File: src/rtl/instr_fetch_unit_if.sv
// Instruction-memory request/response bus between the fetch unit and imem.
interface instr_fetch_unit_if #(
    parameter int unsigned Dbits = 32
);
    logic             imem_req;
    logic [Dbits-1:0] imem_addr;
    logic             imem_gnt;
    logic             imem_rvalid;
    logic [Dbits-1:0] imem_rdata;

    modport master (
        output imem_req,
        output imem_addr,
        input  imem_gnt,
        input  imem_rvalid,
        input  imem_rdata
    );

    modport slave (
        input  imem_req,
        input  imem_addr,
        output imem_gnt,
        output imem_rvalid,
        output imem_rdata
    );
endinterface

File: src/rtl/instr_fetch_unit.sv
// Fetch stage for the single-cycle MIPS datapath: fetches the word at pc over a
// req/gnt/rvalid bus, presents it on instr and pulses cpu_enable once per
// instruction. Also tracks a sticky fetch error and a retired-instruction count.
module instr_fetch_unit #(
    parameter int unsigned Dbits   = 32,
    parameter int unsigned TIMEOUT = 16,
    parameter int unsigned CNTW    = 32
) (
    input  logic                clk,
    input  logic                reset,
    input  logic [Dbits-1:0]    pc,
    output logic [Dbits-1:0]    instr,
    output logic                cpu_enable,
    input  logic                dmem_stall,
    instr_fetch_unit_if.master  imem,
    output logic                fetch_err,
    output logic [Dbits-1:0]    err_pc,
    output logic [CNTW-1:0]     instret
);

    localparam int unsigned TCNT_W = 8;
    localparam logic [TCNT_W-1:0] TCNT_LAST = TCNT_W'(TIMEOUT - 1);

    typedef enum logic [2:0] {
        IDLE = 3'd0,
        REQ  = 3'd1,
        WAIT = 3'd2,
        EXEC = 3'd3,
        ERR  = 3'd4
    } state_t;

    state_t              r_state;
    state_t              w_next;
    logic [TCNT_W-1:0]   r_tcnt;
    logic                w_aligned;
    logic                w_capture;
    logic                w_err_set;
    logic                w_tcnt_clr;
    logic                w_tcnt_inc;
    logic                w_retire;

    assign w_aligned = (pc[1:0] == 2'b00);

    // State register; reset returns to IDLE from anywhere.
    always_ff @(posedge clk) begin
        if (reset) begin
            r_state <= IDLE;
        end else begin
            r_state <= w_next;
        end
    end

    // Next-state decode plus the combinational bus/strobe outputs.
    always_comb begin
        w_next          = r_state;
        cpu_enable      = 1'b0;
        imem.imem_req   = 1'b0;
        imem.imem_addr  = '0;
        w_capture       = 1'b0;
        w_err_set       = 1'b0;
        w_tcnt_clr      = 1'b0;
        w_tcnt_inc      = 1'b0;
        w_retire        = 1'b0;
        case (r_state)
            IDLE: begin
                w_next = REQ;
            end
            REQ: begin
                if (!w_aligned) begin
                    w_err_set = 1'b1;
                    w_next    = ERR;
                end else begin
                    imem.imem_req  = 1'b1;
                    imem.imem_addr = pc;
                    if (imem.imem_gnt) begin
                        if (imem.imem_rvalid) begin
                            w_capture = 1'b1;
                            w_next    = EXEC;
                        end else begin
                            w_tcnt_clr = 1'b1;
                            w_next     = WAIT;
                        end
                    end
                end
            end
            WAIT: begin
                // A response on the final timeout cycle still wins.
                if (imem.imem_rvalid) begin
                    w_capture = 1'b1;
                    w_next    = EXEC;
                end else if (r_tcnt == TCNT_LAST) begin
                    w_err_set = 1'b1;
                    w_next    = ERR;
                end else begin
                    w_tcnt_inc = 1'b1;
                end
            end
            EXEC: begin
                cpu_enable = ~dmem_stall;
                if (!dmem_stall) begin
                    w_retire = 1'b1;
                    w_next   = REQ;
                end
            end
            ERR: begin
                w_next = ERR;
            end
            default: begin
                w_next = IDLE;
            end
        endcase
    end

    // Instruction capture, error latch, timeout counter and retire counter.
    always_ff @(posedge clk) begin
        if (reset) begin
            instr     <= '0;
            fetch_err <= 1'b0;
            err_pc    <= '0;
            r_tcnt    <= '0;
            instret   <= '0;
        end else begin
            if (w_capture) begin
                instr <= imem.imem_rdata;
            end
            if (w_err_set) begin
                fetch_err <= 1'b1;
                err_pc    <= pc;
            end
            if (w_tcnt_clr) begin
                r_tcnt <= '0;
            end else if (w_tcnt_inc) begin
                r_tcnt <= r_tcnt + TCNT_W'(1);
            end
            if (w_retire) begin
                instret <= instret + CNTW'(1);
            end
        end
    end

endmodule

File: src/flat_wrapper.sv
// flat-port wrapper written by rule: the top's interface ports become plain ports
module instr_fetch_unit_flat 
#(
    parameter int unsigned Dbits   = 32,
    parameter int unsigned TIMEOUT = 16,
    parameter int unsigned CNTW    = 32
)
  (clk, reset, pc, instr, cpu_enable, dmem_stall, fetch_err, err_pc, instret, imem_imem_req, imem_imem_addr, imem_imem_gnt, imem_imem_rvalid, imem_imem_rdata);
  instr_fetch_unit_if #(.Dbits(Dbits)) imem_i ();
  input  logic clk;
  input  logic reset;
  input  logic [Dbits-1:0] pc;
  output logic [Dbits-1:0] instr;
  output logic cpu_enable;
  input  logic dmem_stall;
  output logic fetch_err;
  output logic [Dbits-1:0] err_pc;
  output logic [CNTW-1:0] instret;
  output wire logic [$bits(imem_i.imem_req)-1:0] imem_imem_req;
  output wire logic [$bits(imem_i.imem_addr)-1:0] imem_imem_addr;
  input wire logic [$bits(imem_i.imem_gnt)-1:0] imem_imem_gnt;
  input wire logic [$bits(imem_i.imem_rvalid)-1:0] imem_imem_rvalid;
  input wire logic [$bits(imem_i.imem_rdata)-1:0] imem_imem_rdata;
  assign imem_imem_req = imem_i.imem_req;
  assign imem_imem_addr = imem_i.imem_addr;
  assign imem_i.imem_gnt = imem_imem_gnt;
  assign imem_i.imem_rvalid = imem_imem_rvalid;
  assign imem_i.imem_rdata = imem_imem_rdata;
  instr_fetch_unit #(.Dbits(Dbits), .TIMEOUT(TIMEOUT), .CNTW(CNTW)) u_core (.clk(clk), .reset(reset), .pc(pc), .instr(instr), .cpu_enable(cpu_enable), .dmem_stall(dmem_stall), .imem(imem_i), .fetch_err(fetch_err), .err_pc(err_pc), .instret(instret));
endmodule
File: config.mk
export PLATFORM = sky130hd
export DESIGN_NAME = instr_fetch_unit_flat
export DESIGN_NICKNAME = d
export VERILOG_FILES = /design/src/rtl/instr_fetch_unit_if.sv /design/src/rtl/instr_fetch_unit.sv /design/src/flat_wrapper.sv
export SDC_FILE = /design/constraint.sdc
export NUM_CORES = 1
export LEC_CHECK = 0
export ABC_AREA = 1
export CAP_MARGIN = 20
export CORE_ASPECT_RATIO = 1.4
export CORE_MARGIN = 4
export CORE_UTILIZATION = 47
export DETAILED_ROUTE_END_ITERATION = 8
export PLACE_DENSITY = 0.86
export SLEW_MARGIN = 5
export SYNTH_ARGS = -nofsm -noshare
export SYNTH_HDL_FRONTEND = slang
export SYNTH_SLANG_ARGS = --single-unit
File: constraint.sdc
create_clock -name clk -period 2.9 [get_ports clk]
set_clock_uncertainty 0.1 [all_clocks]
set_input_delay 0.58 -clock clk [delete_from_list [all_inputs] [get_ports clk]]
set_output_delay 0.58 -clock clk [all_outputs]
set_load 0.01 [all_outputs]
==> results.md <==
* Yosys reg bits at 108
* CP Capture Type: primary output
* Placer Congestion at 0.879
* DIE HEIGHT at 130 µm
* Initial DRC Count at 187
* Vias in the first global route at 4771
* DR WL/cell at 13.3 µm
* Fmax at 0.355 GHz
* Final nets at 987
* Crit path DAT at 2.13 ns
* Ys async rst share at 0%
* Die X at 94.9 µm
* Multi-input logic area at 0.00241 mm²
* Via count at 5265
* Reg clk slew, reported paths at 0.07 ns
* Worst vdd ir at 0.000361 V
* Net Sw Frac at 26.5%
* FILL cells at 885
* Setup violators final at 0
* Register area share after synthesis at 43.5%
* Static Leak at 2.80 nW
* Max Buffers Root-to-Sink at 2
* Gr usage total at 23.0%
* Vias per inst at 4.97
* Final worst path period share at 97.1%
* Slew @ Worst Pin at 0.554 ns
* Final Hold Slack at 0.349 ns
* Comb power frac at 16.6%
* Die area at 0.0123 mm²
* Psw at 897 µW
* Syn_area_per_cell at 6.77 µm²
* Storage element area at 0.00216 mm²
* Kind of start point of the critical path: input port
* Hold-fix buffers, CTS at 0
* Total gr overflow at 0
* Post_cts resized at 0
* Unique masters post-synth at 30
* Syn Std Cell Area at 0.00497 mm²
* Antenna-violating nets left at 0
* First-pass GRT wire length at 22.6 mm
* Root Buffer: clkbuf_16
* P per Cell Area at 462 mW/mm²
* DR pass1 iterations at 5
* Largest net degree at the start of global routing at 52
* HPWL Detailed at 10.3 mm
* Setup repair bufs after CTS at 0
* Post-synth EDFFs at 0
* Initial core utilization at 48.0%
* Area delta synth->final at 47.7%
* Clock Latency Late Sink at 0.34 ns
* Ys Warns at 0
* Most used DFF post-synth: dfxtp_1
* Setup TNS at 0 ns
* N_diodes at 0
* DRC at 0
* Critical-path maximum fanout at 28
* Ports at 200
* Number of placement rows at 44
* Clk pwr share at 37.2%
* HP Class: flip-flop to flip-flop
* Core area at 0.0103 mm²
* Final min period at 2.81 ns
* H-tree levels at 3
* Max-Cap Viols at 0
* Synth Instances at 734
* CTS buffer count at 9
* Status: completed
* Worst Setup Path Type: input port to primary output
* DRT Wirelength at 14.1 mm
* Final-report max-slew violation count at 0
* WP data required at 2.22 ns
* Share of cells above drive strength 1 at 5.75%
* Final Hold Vio Count at 0
* Relative slew slack at 63.1%
* Seq pwr share at 46.3%
* CTS Sinks at 108
* CTS tree: built
* RSZ-0062 raised after global routing: no
* P_int at 2.49 mW
* Initial antenna violation count at 0
* PortBufs at 197
==> stage by stage <==
| stage | utilization, % | setup slack (ns) | total power, mW | instance area [µm²] | instances |
|---|---|---|---|---|---|
| floorplan | - | 0.770 | 1.87 | 4970 | 735 |
| global placement | 67.8 | 0.0689 | 2.16 | 7010 | 1043 |
| detailed placement | 67.8 | 0.0336 | 2.17 | 7010 | 1043 |
| CTS | 70.7 | 0.0275 | 3.42 | 7320 | 1059 |
| global route | 70.9 | 0.000587 | 3.53 | 7340 | 1059 |
| finish | 70.9 | 0.0851 | 3.39 | 7340 | 1059 |
==> kinds of logic after synthesis <==
logic type,after synthesis,share of synthesized area (%)
and+or+nand+nor,419,35.9
DFF,108,43.5
AOI/OAI and AO/OA,106,10.9
buffers and inverters,93,8.24
xor gates and xnor gates,5,0.882
adders and majority gates,2,0.504
other,1,0.0755
==> cell type report <==
type | count | share of cell area [%]
inverter | 56 | 2.86
timing repair buffer | 207 | 28.3
sequential | 108 | 29.5
clock inverter | 7 | 1.14
tap | 138 | 2.35
clock buffer | 9 | 3.07
multi-input combinational | 534 | 32.8
==> Yosys cell counts, types with 3 or more instances <==
cell | count | area [µm²]
a21oi_1 | 55 | 275
buf_2 | 18 | 90.1
buf_6 | 4 | 45.0
clkbuf_1 | 12 | 45.0
dfxtp_1 | 108 | 2160
inv_1 | 53 | 199
inv_2 | 3 | 11.3
nand2_1 | 163 | 612
nand2_2 | 4 | 25.0
nand3_1 | 58 | 290
nand3_2 | 3 | 30.0
nand4_1 | 11 | 68.8
nor2_1 | 158 | 593
nor2_2 | 6 | 37.5
nor2_4 | 6 | 67.6
nor3_1 | 7 | 35.0
o21ai_0 | 47 | 235
xor2_1 | 4 | 35.0
==> final timing paths <==
kind / startpoint / to / slack (ns) / cells after the start
worst max-delay path: pc[0] / imem_imem_addr[31] / 0.09 / 6
worst min-delay path: u_core.fetch_err$_SDFFE_PP0P_ / u_core.fetch_err$_SDFFE_PP0P_ / 0.35 / 2
worst max register to register: u_core.r_tcnt[0]$_SDFFE_PP0P_ / u_core.err_pc[24]$_SDFFE_PP0P_ / 1.01 / 8
worst min register to register: u_core.fetch_err$_SDFFE_PP0P_ / u_core.fetch_err$_SDFFE_PP0P_ / 0.35 / 2
==> worst max-delay path, cell delays in order <==
cell,delay (ns)
clkdlybuf4s50_1,0.47
nor2_4,0.17
buf_12,0.18
nand2_1,0.07
nor2_1,0.11
clkdlybuf4s50_1,0.55
==> per-layer routing <==
metal  vias up  global-route usage [%]  wire length, µm
met4         0                    9.26              376
met3        27                    7.03             1320
li1       2702                       -                -
met1      2335                    26.1             5510
met5         -                       0                0
met2       201                    39.8             6890
==> power by group through the flow <==
stage / Clock [mW] / Combinational [mW] / Sequential (mW)
final: 1.26 / 0.562 / 1.57
after detailed placement: 0 / 0.566 / 1.60
after floorplan: 0 / 0.249 / 1.62
after global placement: 0 / 0.558 / 1.60
after CTS: 1.29 / 0.567 / 1.57
after global routing: 1.35 / 0.612 / 1.58
==> sequential cells by signal, indices dropped and copies added (netlist names) <==
register,flops
u_core.r_tcnt,8
u_core.instret,32
u_core.err_pc,32
u_core.instr,32
u_core.fetch_err,1
u_core.r_state,3
==> cells in the final DEF (no fill, tap or decap), drive strengths merged <==
master           n
inv             59
o21bai           1
ha               2
nand2          167
o21a             1
dfxtp          108
a31oi            1
clkdlybuf4s50  192
a21oi           55
nand3b           1
bufinv           1
or2              1
clkbuf           9
buf             11
conb             2
clkinv           2
nand3           61
xnor2            1
nand4           11
o21ai           48
xor2             4
and2             1
nor2           170
clkinvlp         1
nor3             7
dlymetal6s2s     4
(Power assumes the default switching activity.)
